## config.mk

```make
export PLATFORM = sky130hd
export DESIGN_NAME = fetch_unit_flat
export DESIGN_NICKNAME = d
export VERILOG_FILES = /design/src/rtl/fetch_unit_if.sv /design/src/rtl/fetch_unit.sv /design/src/flat_wrapper.sv
export SDC_FILE = /design/constraint.sdc
export NUM_CORES = 1
export LEC_CHECK = 0
export CORE_ASPECT_RATIO = 0.6
export CORE_MARGIN = 2
export CORE_UTILIZATION = 49
export DETAILED_ROUTE_END_ITERATION = 8
export PLACE_DENSITY = 0.76
export SLEW_MARGIN = 25
export SYNTH_ARGS = -nofsm -noshare
export SYNTH_HDL_FRONTEND = slang
export SYNTH_SLANG_ARGS = --single-unit
export TNS_END_PERCENT = 1
```

## constraint.sdc

```tcl
create_clock -name clk -period 2.5 [get_ports clk]
set_clock_uncertainty 0.1 [all_clocks]
set_input_delay 0.75 -clock clk [delete_from_list [all_inputs] [get_ports clk]]
set_output_delay 0.75 -clock clk [all_outputs]
set_load 0.005 [all_outputs]
```

## src/rtl/fetch_unit_if.sv

```systemverilog
// -----------------------------------------------------------------------------
// fetch_unit_if
// Instruction-memory bus between the fetch unit and the instruction memory.
//
// Signals
//   req_valid   fetch -> mem   request valid
//   req_ready   mem -> fetch   memory accepts the request this cycle
//   req_addr    fetch -> mem   64-bit word-aligned request address
//   resp_valid  mem -> fetch   32-bit instruction returned (in request order)
//   resp_data   mem -> fetch   returned instruction word
//
// Modports
//   master  used by the fetch unit
//   slave   used by the instruction memory
// -----------------------------------------------------------------------------
interface fetch_unit_if;
  logic        req_valid;
  logic        req_ready;
  logic [63:0] req_addr;
  logic        resp_valid;
  logic [31:0] resp_data;

  modport master (
    output req_valid,
    output req_addr,
    input  req_ready,
    input  resp_valid,
    input  resp_data
  );

  modport slave (
    input  req_valid,
    input  req_addr,
    output req_ready,
    output resp_valid,
    output resp_data
  );
endinterface

```

## src/rtl/fetch_unit.sv

```systemverilog
// -----------------------------------------------------------------------------
// fetch_unit
// Instruction fetch front end. Issues sequential word fetches to the
// instruction memory, pairs in-order responses with the PC recorded at request
// time, and buffers {pc, inst} pairs for the decoder. A flush redirects the
// fetch PC and discards every response still in flight.
//
// Parameters
//   RESET_PC         first fetch address after reset
//   MAX_OUTSTANDING  limit on in-flight requests plus buffered instructions
//
// Ports
//   clk            clock, rising edge
//   rst_n          asynchronous active-low reset
//   stall_fetch_i  decoder not accepting this cycle
//   flush_fetch_i  flush plus redirect this cycle
//   redirect_pc_i  new fetch PC, sampled when flush_fetch_i=1
//   imem           instruction-memory bus (fetch_unit_if.master)
//   f1_valid_o     f1_pc_o / f1_inst_o hold a valid instruction
//   f1_pc_o        PC of the head instruction
//   f1_inst_o      head instruction word
// -----------------------------------------------------------------------------
module fetch_unit #(
  parameter logic [63:0] RESET_PC        = 64'h0000_0000_8000_0000,
  parameter int          MAX_OUTSTANDING = 2
) (
  input  logic               clk,
  input  logic               rst_n,
  input  logic               stall_fetch_i,
  input  logic               flush_fetch_i,
  input  logic [63:0]        redirect_pc_i,
  fetch_unit_if.master       imem,
  output logic               f1_valid_o,
  output logic [63:0]        f1_pc_o,
  output logic [31:0]        f1_inst_o
);

  localparam int PW = (MAX_OUTSTANDING > 1) ? $clog2(MAX_OUTSTANDING) : 1;
  localparam int CW = $clog2(MAX_OUTSTANDING + 1);
  localparam logic [PW-1:0] LAST_PTR = PW'(MAX_OUTSTANDING - 1);
  localparam logic [CW:0]   LIMIT    = (CW+1)'(MAX_OUTSTANDING);

  // Fetch PC and bookkeeping counters
  logic [63:0]   r_pc;
  logic [CW-1:0] r_outstanding;   // all requests in flight, stale included
  logic [CW-1:0] r_discard;       // in-flight responses still to be dropped
  logic [CW-1:0] r_buf_count;

  // In-flight PC queue (only live, non-stale requests)
  logic [63:0]   r_pcq [MAX_OUTSTANDING];
  logic [PW-1:0] r_pcq_wr;
  logic [PW-1:0] r_pcq_rd;

  // Output FIFO of {pc, inst}
  logic [63:0]   r_fifo_pc   [MAX_OUTSTANDING];
  logic [31:0]   r_fifo_inst [MAX_OUTSTANDING];
  logic [PW-1:0] r_fifo_wr;
  logic [PW-1:0] r_fifo_rd;

  logic [CW:0]   w_in_use;
  logic          w_req_valid;
  logic          w_accept;
  logic          w_push;
  logic          w_pop;

  function automatic logic [PW-1:0] f_ptr_inc(input logic [PW-1:0] p);
    return (p == LAST_PTR) ? '0 : p + 1'b1;
  endfunction

  assign w_in_use = {1'b0, r_outstanding} + {1'b0, r_buf_count};

  // Gating with rst_n keeps the request low throughout reset while still
  // letting the first request go out in the very first cycle after release.
  // Nothing here depends on req_ready.
  assign w_req_valid = rst_n & ~flush_fetch_i & (w_in_use < LIMIT);
  assign w_accept    = w_req_valid & imem.req_ready;

  // A response is buffered only if it belongs to the current stream and no
  // flush is throwing it away this cycle.
  assign w_push = imem.resp_valid & ~flush_fetch_i & (r_discard == '0);
  assign w_pop  = (r_buf_count != '0) & ~stall_fetch_i & ~flush_fetch_i;

  assign imem.req_valid = w_req_valid;
  assign imem.req_addr  = r_pc;

  assign f1_valid_o = (r_buf_count != '0);
  assign f1_pc_o    = r_fifo_pc[r_fifo_rd];
  assign f1_inst_o  = r_fifo_inst[r_fifo_rd];

  always_ff @(posedge clk or negedge rst_n) begin
    if (!rst_n) begin
      r_pc          <= {RESET_PC[63:2], 2'b00};
      r_outstanding <= '0;
      r_discard     <= '0;
      r_buf_count   <= '0;
      r_pcq_wr      <= '0;
      r_pcq_rd      <= '0;
      r_fifo_wr     <= '0;
      r_fifo_rd     <= '0;
      for (int i = 0; i < MAX_OUTSTANDING; i++) begin
        r_pcq[i]       <= '0;
        r_fifo_pc[i]   <= '0;
        r_fifo_inst[i] <= '0;
      end
    end else begin
      // Stale and live requests alike leave the in-flight count on response.
      r_outstanding <= r_outstanding + CW'(w_accept) - CW'(imem.resp_valid);

      if (flush_fetch_i) begin
        r_pc        <= redirect_pc_i & ~64'h3;
        // Everything still in flight after this cycle's response is stale.
        r_discard   <= r_outstanding - CW'(imem.resp_valid);
        r_buf_count <= '0;
        r_pcq_wr    <= '0;
        r_pcq_rd    <= '0;
        r_fifo_wr   <= '0;
        r_fifo_rd   <= '0;
      end else begin
        if (w_accept) begin
          r_pc            <= r_pc + 64'd4;
          r_pcq[r_pcq_wr] <= r_pc;
          r_pcq_wr        <= f_ptr_inc(r_pcq_wr);
        end

        if (imem.resp_valid && (r_discard != '0)) begin
          r_discard <= r_discard - 1'b1;
        end

        if (w_push) begin
          r_fifo_pc[r_fifo_wr]   <= r_pcq[r_pcq_rd];
          r_fifo_inst[r_fifo_wr] <= imem.resp_data;
          r_fifo_wr              <= f_ptr_inc(r_fifo_wr);
          r_pcq_rd               <= f_ptr_inc(r_pcq_rd);
        end

        if (w_pop) begin
          r_fifo_rd <= f_ptr_inc(r_fifo_rd);
        end

        r_buf_count <= r_buf_count + CW'(w_push) - CW'(w_pop);
      end
    end
  end

endmodule

```

## src/flat_wrapper.sv

```systemverilog
// flat-port wrapper written by rule: the top's interface ports become plain ports
module fetch_unit_flat 
#(
  parameter logic [63:0] RESET_PC        = 64'h0000_0000_8000_0000,
  parameter int          MAX_OUTSTANDING = 2
)
  (clk, rst_n, stall_fetch_i, flush_fetch_i, redirect_pc_i, f1_valid_o, f1_pc_o, f1_inst_o, imem_req_valid, imem_req_addr, imem_req_ready, imem_resp_valid, imem_resp_data);
  fetch_unit_if imem_i ();
  input  logic clk;
  input  logic rst_n;
  input  logic stall_fetch_i;
  input  logic flush_fetch_i;
  input  logic [63:0] redirect_pc_i;
  output logic f1_valid_o;
  output logic [63:0] f1_pc_o;
  output logic [31:0] f1_inst_o;
  output wire logic [$bits(imem_i.req_valid)-1:0] imem_req_valid;
  output wire logic [$bits(imem_i.req_addr)-1:0] imem_req_addr;
  input wire logic [$bits(imem_i.req_ready)-1:0] imem_req_ready;
  input wire logic [$bits(imem_i.resp_valid)-1:0] imem_resp_valid;
  input wire logic [$bits(imem_i.resp_data)-1:0] imem_resp_data;
  assign imem_req_valid = imem_i.req_valid;
  assign imem_req_addr = imem_i.req_addr;
  assign imem_i.req_ready = imem_req_ready;
  assign imem_i.resp_valid = imem_resp_valid;
  assign imem_i.resp_data = imem_resp_data;
  fetch_unit #(.RESET_PC(RESET_PC), .MAX_OUTSTANDING(MAX_OUTSTANDING)) u_core (.clk(clk), .rst_n(rst_n), .stall_fetch_i(stall_fetch_i), .flush_fetch_i(flush_fetch_i), .redirect_pc_i(redirect_pc_i), .imem(imem_i), .f1_valid_o(f1_valid_o), .f1_pc_o(f1_pc_o), .f1_inst_o(f1_inst_o));
endmodule
```

==> qor.yml <==
cp_cell_sequence: "inv_2 > nor2_4 > fa_1 > buf_6 > nor4bb_4 > buf_4 > and3_4 > buf_12 > mux2_2"
syn_area_um2: 17530
vias_per_cell: 5.749
diodes: 0
wl_um: 49980
p_sw_share_pct: 30.21
max_clock_freq_mhz: 348.4
peakVddDrop_uv: 623.5
pwr-share-seq_pct: 42.1
crit_slowest_cell: "fa_1"
drtAntennaViolNets: 0
fin_util_pct: 66.08
htreeDepth: 2
r2r_start: "u_core.r_buf_count[0]$_DFF_PN0_"
startpoint_type: "flop"
clkPwrFrac_pct: 25.0
ys_ff_latch: 384
leakage_uw: 0.01021
design_area_um2: 23220
intPower_uw: 17040
grt_pass1_wl_um: 75330
clkSinkCount: 384
fin_crit_sh_pct: 114.8
layout.nets: 1933
p_sw_uw: 7375
critPathKind: "flop to flop"
setup_ws_ns: -0.3704
areaGrowthSynthToFinish_pct: 32.51
num_rows: 53
crit_buf_inv: 4
dr_total_vias: 13326
cp_slowest_stage_delay_ns: 0.50
rsz0062_at_grt: "yes"
syn_area_per_cell_um2: 11.66
synth_ff_type: "dfrtp_1"
dr.pass1.iters: 5
finalMaxSlewViolations: 0
yosysSeqAreaShare_pct: 54.84
async_reset_ff_share_pct: 100.0
grt_pass1_vias: 13471
wire_per_inst_um: 21.56
cts_tree: "built"
gr-usage-all-layers_pct: 25.96
drc: 0
cts_buffers: 38
combPwrFrac_pct: 33.0
clock_latency_ns: 0.54
status: "finished with violations"
cp_top_family: "simple AND/OR/NAND/NOR gates"
crit_fanout: 14
dieArea_um2: 37340
yosysWarnings: 0
crit_arrival_ns: 3.19
initialDrtViolationCount: 1135
ios: 264
drive_gt1_share_pct: 33.55
cts.path.max_buffers: 3
gp_congestion: 0.9002
die_width_um: 248.2
power.density_nw_per_um2: 1051
synth_cells: 1503
die_h_um: 150.5
tightest_slew_ns: 0.8872
synth-edff-count: 0
r2r_setup_slack_ns: -0.37
final-setup-viol-count: 255
hold_path.class: "input pin to asynchronous set/reset pin"
hold_viol: 0
violations: "negative setup slack"
antenna_found_initial: 1
crit_start: "u_core.r_buf_count[0]$_DFF_PN0_"
cp-end-kind: "flop"
r2r-end: "u_core.r_pcq[51]$_DFFE_PN0P_"
hold_buffers: 0
start_util_pct: 49.86
fin_crit_ns: 2.870
worstPathRequired_ns: 2.82
cts.root.buffer_cell: "clkbuf_16"
overflow: 0
portBuffers: 257
max-cap-violations: 0
core_area_um2: 35150
dp_hpwl_um: 33120
final_cell_mix: "dfrtp_1, mux2_2, clkdlybuf4s50_1, nand2_1, o21ai_0"
grt_max_degree: 152
cts.clk_slew.worst_paths_ns: 0.06
dpl_cell_area_um2: 21300
reg2reg_depth: 9
synthDistinctLibCells: 53
max-slew-margin-rel_pct: 40.85
final_common_cell: "dfrtp_1"
==> cells in the mapped netlist, types with 3 or more instances <==
| library cell | instances | share of area (%) |
|---|---|---|
| mux2_2 | 284 | 18 |
| o311ai_0 | 4 | 0.20 |
| xor2_1 | 25 | 1.2 |
| and2_1 | 4 | 0.14 |
| a221o_1 | 6 | 0.34 |
| nor2_1 | 87 | 1.9 |
| ha_1 | 6 | 0.43 |
| buf_2 | 19 | 0.54 |
| a21oi_1 | 64 | 1.8 |
| nor4_1 | 17 | 0.61 |
| o211ai_1 | 11 | 0.47 |
| nor3_1 | 11 | 0.31 |
| and3_1 | 9 | 0.32 |
| mux2i_1 | 67 | 3.8 |
| nand4_1 | 43 | 1.5 |
| clkbuf_2 | 5 | 0.14 |
| clkbuf_1 | 59 | 1.3 |
| nand3_1 | 35 | 1.0 |
| or3_1 | 8 | 0.29 |
| nor2b_1 | 12 | 0.43 |
| buf_4 | 4 | 0.17 |
| inv_1 | 12 | 0.26 |
| buf_1 | 17 | 0.36 |
| dfrtp_1 | 383 | 55 |
| and4_1 | 14 | 0.70 |
| o21ai_0 | 100 | 2.9 |
| xnor2_1 | 16 | 0.80 |
| a22oi_1 | 3 | 0.13 |
| nand2_1 | 144 | 3.1 |
| or4_1 | 8 | 0.34 |
==> layer usage <==
layer | vias to the layer above | share of wire, % | global-route usage, %
li1 | 5988 | - | -
met1 | 6767 | 44 | 36.84
met2 | 477 | 46 | 40.86
met3 | 94 | 7.8 | 5.080
met4 | 0 | 2.6 | 7.262
met5 | - | 0 | 0
==> sequential cells by signal, summed over array words and instances, names as in the netlist <==
name / cells
u_core.r_fifo_wr: 1
u_core.r_pcq_wr: 1
u_core.r_buf_count: 2
u_core.r_fifo_rd: 1
u_core.imem.req_addr: 62
u_core.r_outstanding: 2
u_core.r_fifo_inst: 64
u_core.r_pcq_rd: 1
u_core.r_pcq: 124
u_core.r_fifo_pc: 124
u_core.r_discard: 2
==> timing repair <==
action,4_1_cts,5_1_grt
gates resized for setup,319,138
pin swaps,12,23
setup buffers,7,5
gates cloned,4,8
endpoints found under the setup margin,278,296
==> layout make-up <==
class	count	area, µm²
inverters	12	45.04
fillers	2563	11920
clock inverters	9	123.9
flip-flops and latches	384	9647
repair buffers	381	3729
clock buffers	58	1210
well taps	467	584.3
multi-input cells	1007	7885
==> power groups by stage <==
stage          Clock, µW  Sequential, µW  Combinational [µW]
3_3_place_gp           0           10100                7890
2_1_floorplan          0            9810                4590
3_5_place_dp           0           10300                8160
4_1_cts             6180           10200                8040
5_1_grt             6460           10600                8780
6_report            6090           10300                8040
==> kinds of logic after synthesis <==
group / share of synthesized area, %
mux: 22.07
compound gates: 6.211
buf+inv: 2.741
other cells: 0.02140
flops: 54.84
fa+ha+maj: 0.5426
simple gates: 11.52
xor+xnor: 2.049
==> through the flow <==
step | cells | hold WS, ns | setup slack (ns) | power, µW | TNS, ns
after floorplan | 1506 | 0.3444 | -0.04938 | 14400 | -3.079
after global placement | 2227 | 0.3547 | -0.3850 | 17970 | -55.15
after detailed placement | 2227 | 0.3642 | -0.4574 | 18470 | -65.67
after CTS | 2305 | 0.06378 | -0.3925 | 24430 | -48.46
after global routing | 2318 | 0.07317 | -0.4535 | 25830 | -75.11
final | 2318 | 0.07871 | -0.3704 | 24410 | -54.01
==> how the worst max path moves through the flow <==
stage | to | slack (ns) | cells after the start
finish | u_core.r_pcq[51]$_DFFE_PN0P_ | -0.37 | 9
global placement | u_core.imem.req_addr[47]$_DFFE_PN0P_ | -0.39 | 8
floorplan | u_core.r_pcq[10]$_DFFE_PN0P_ | -0.05 | 9
detailed placement | u_core.imem.req_addr[43]$_DFFE_PN0P_ | -0.46 | 7
global route | u_core.imem.req_addr[47]$_DFFE_PN0P_ | -0.45 | 11
CTS | f1_pc_o[50] | -0.39 | 5
(Power assumes the default switching activity.)
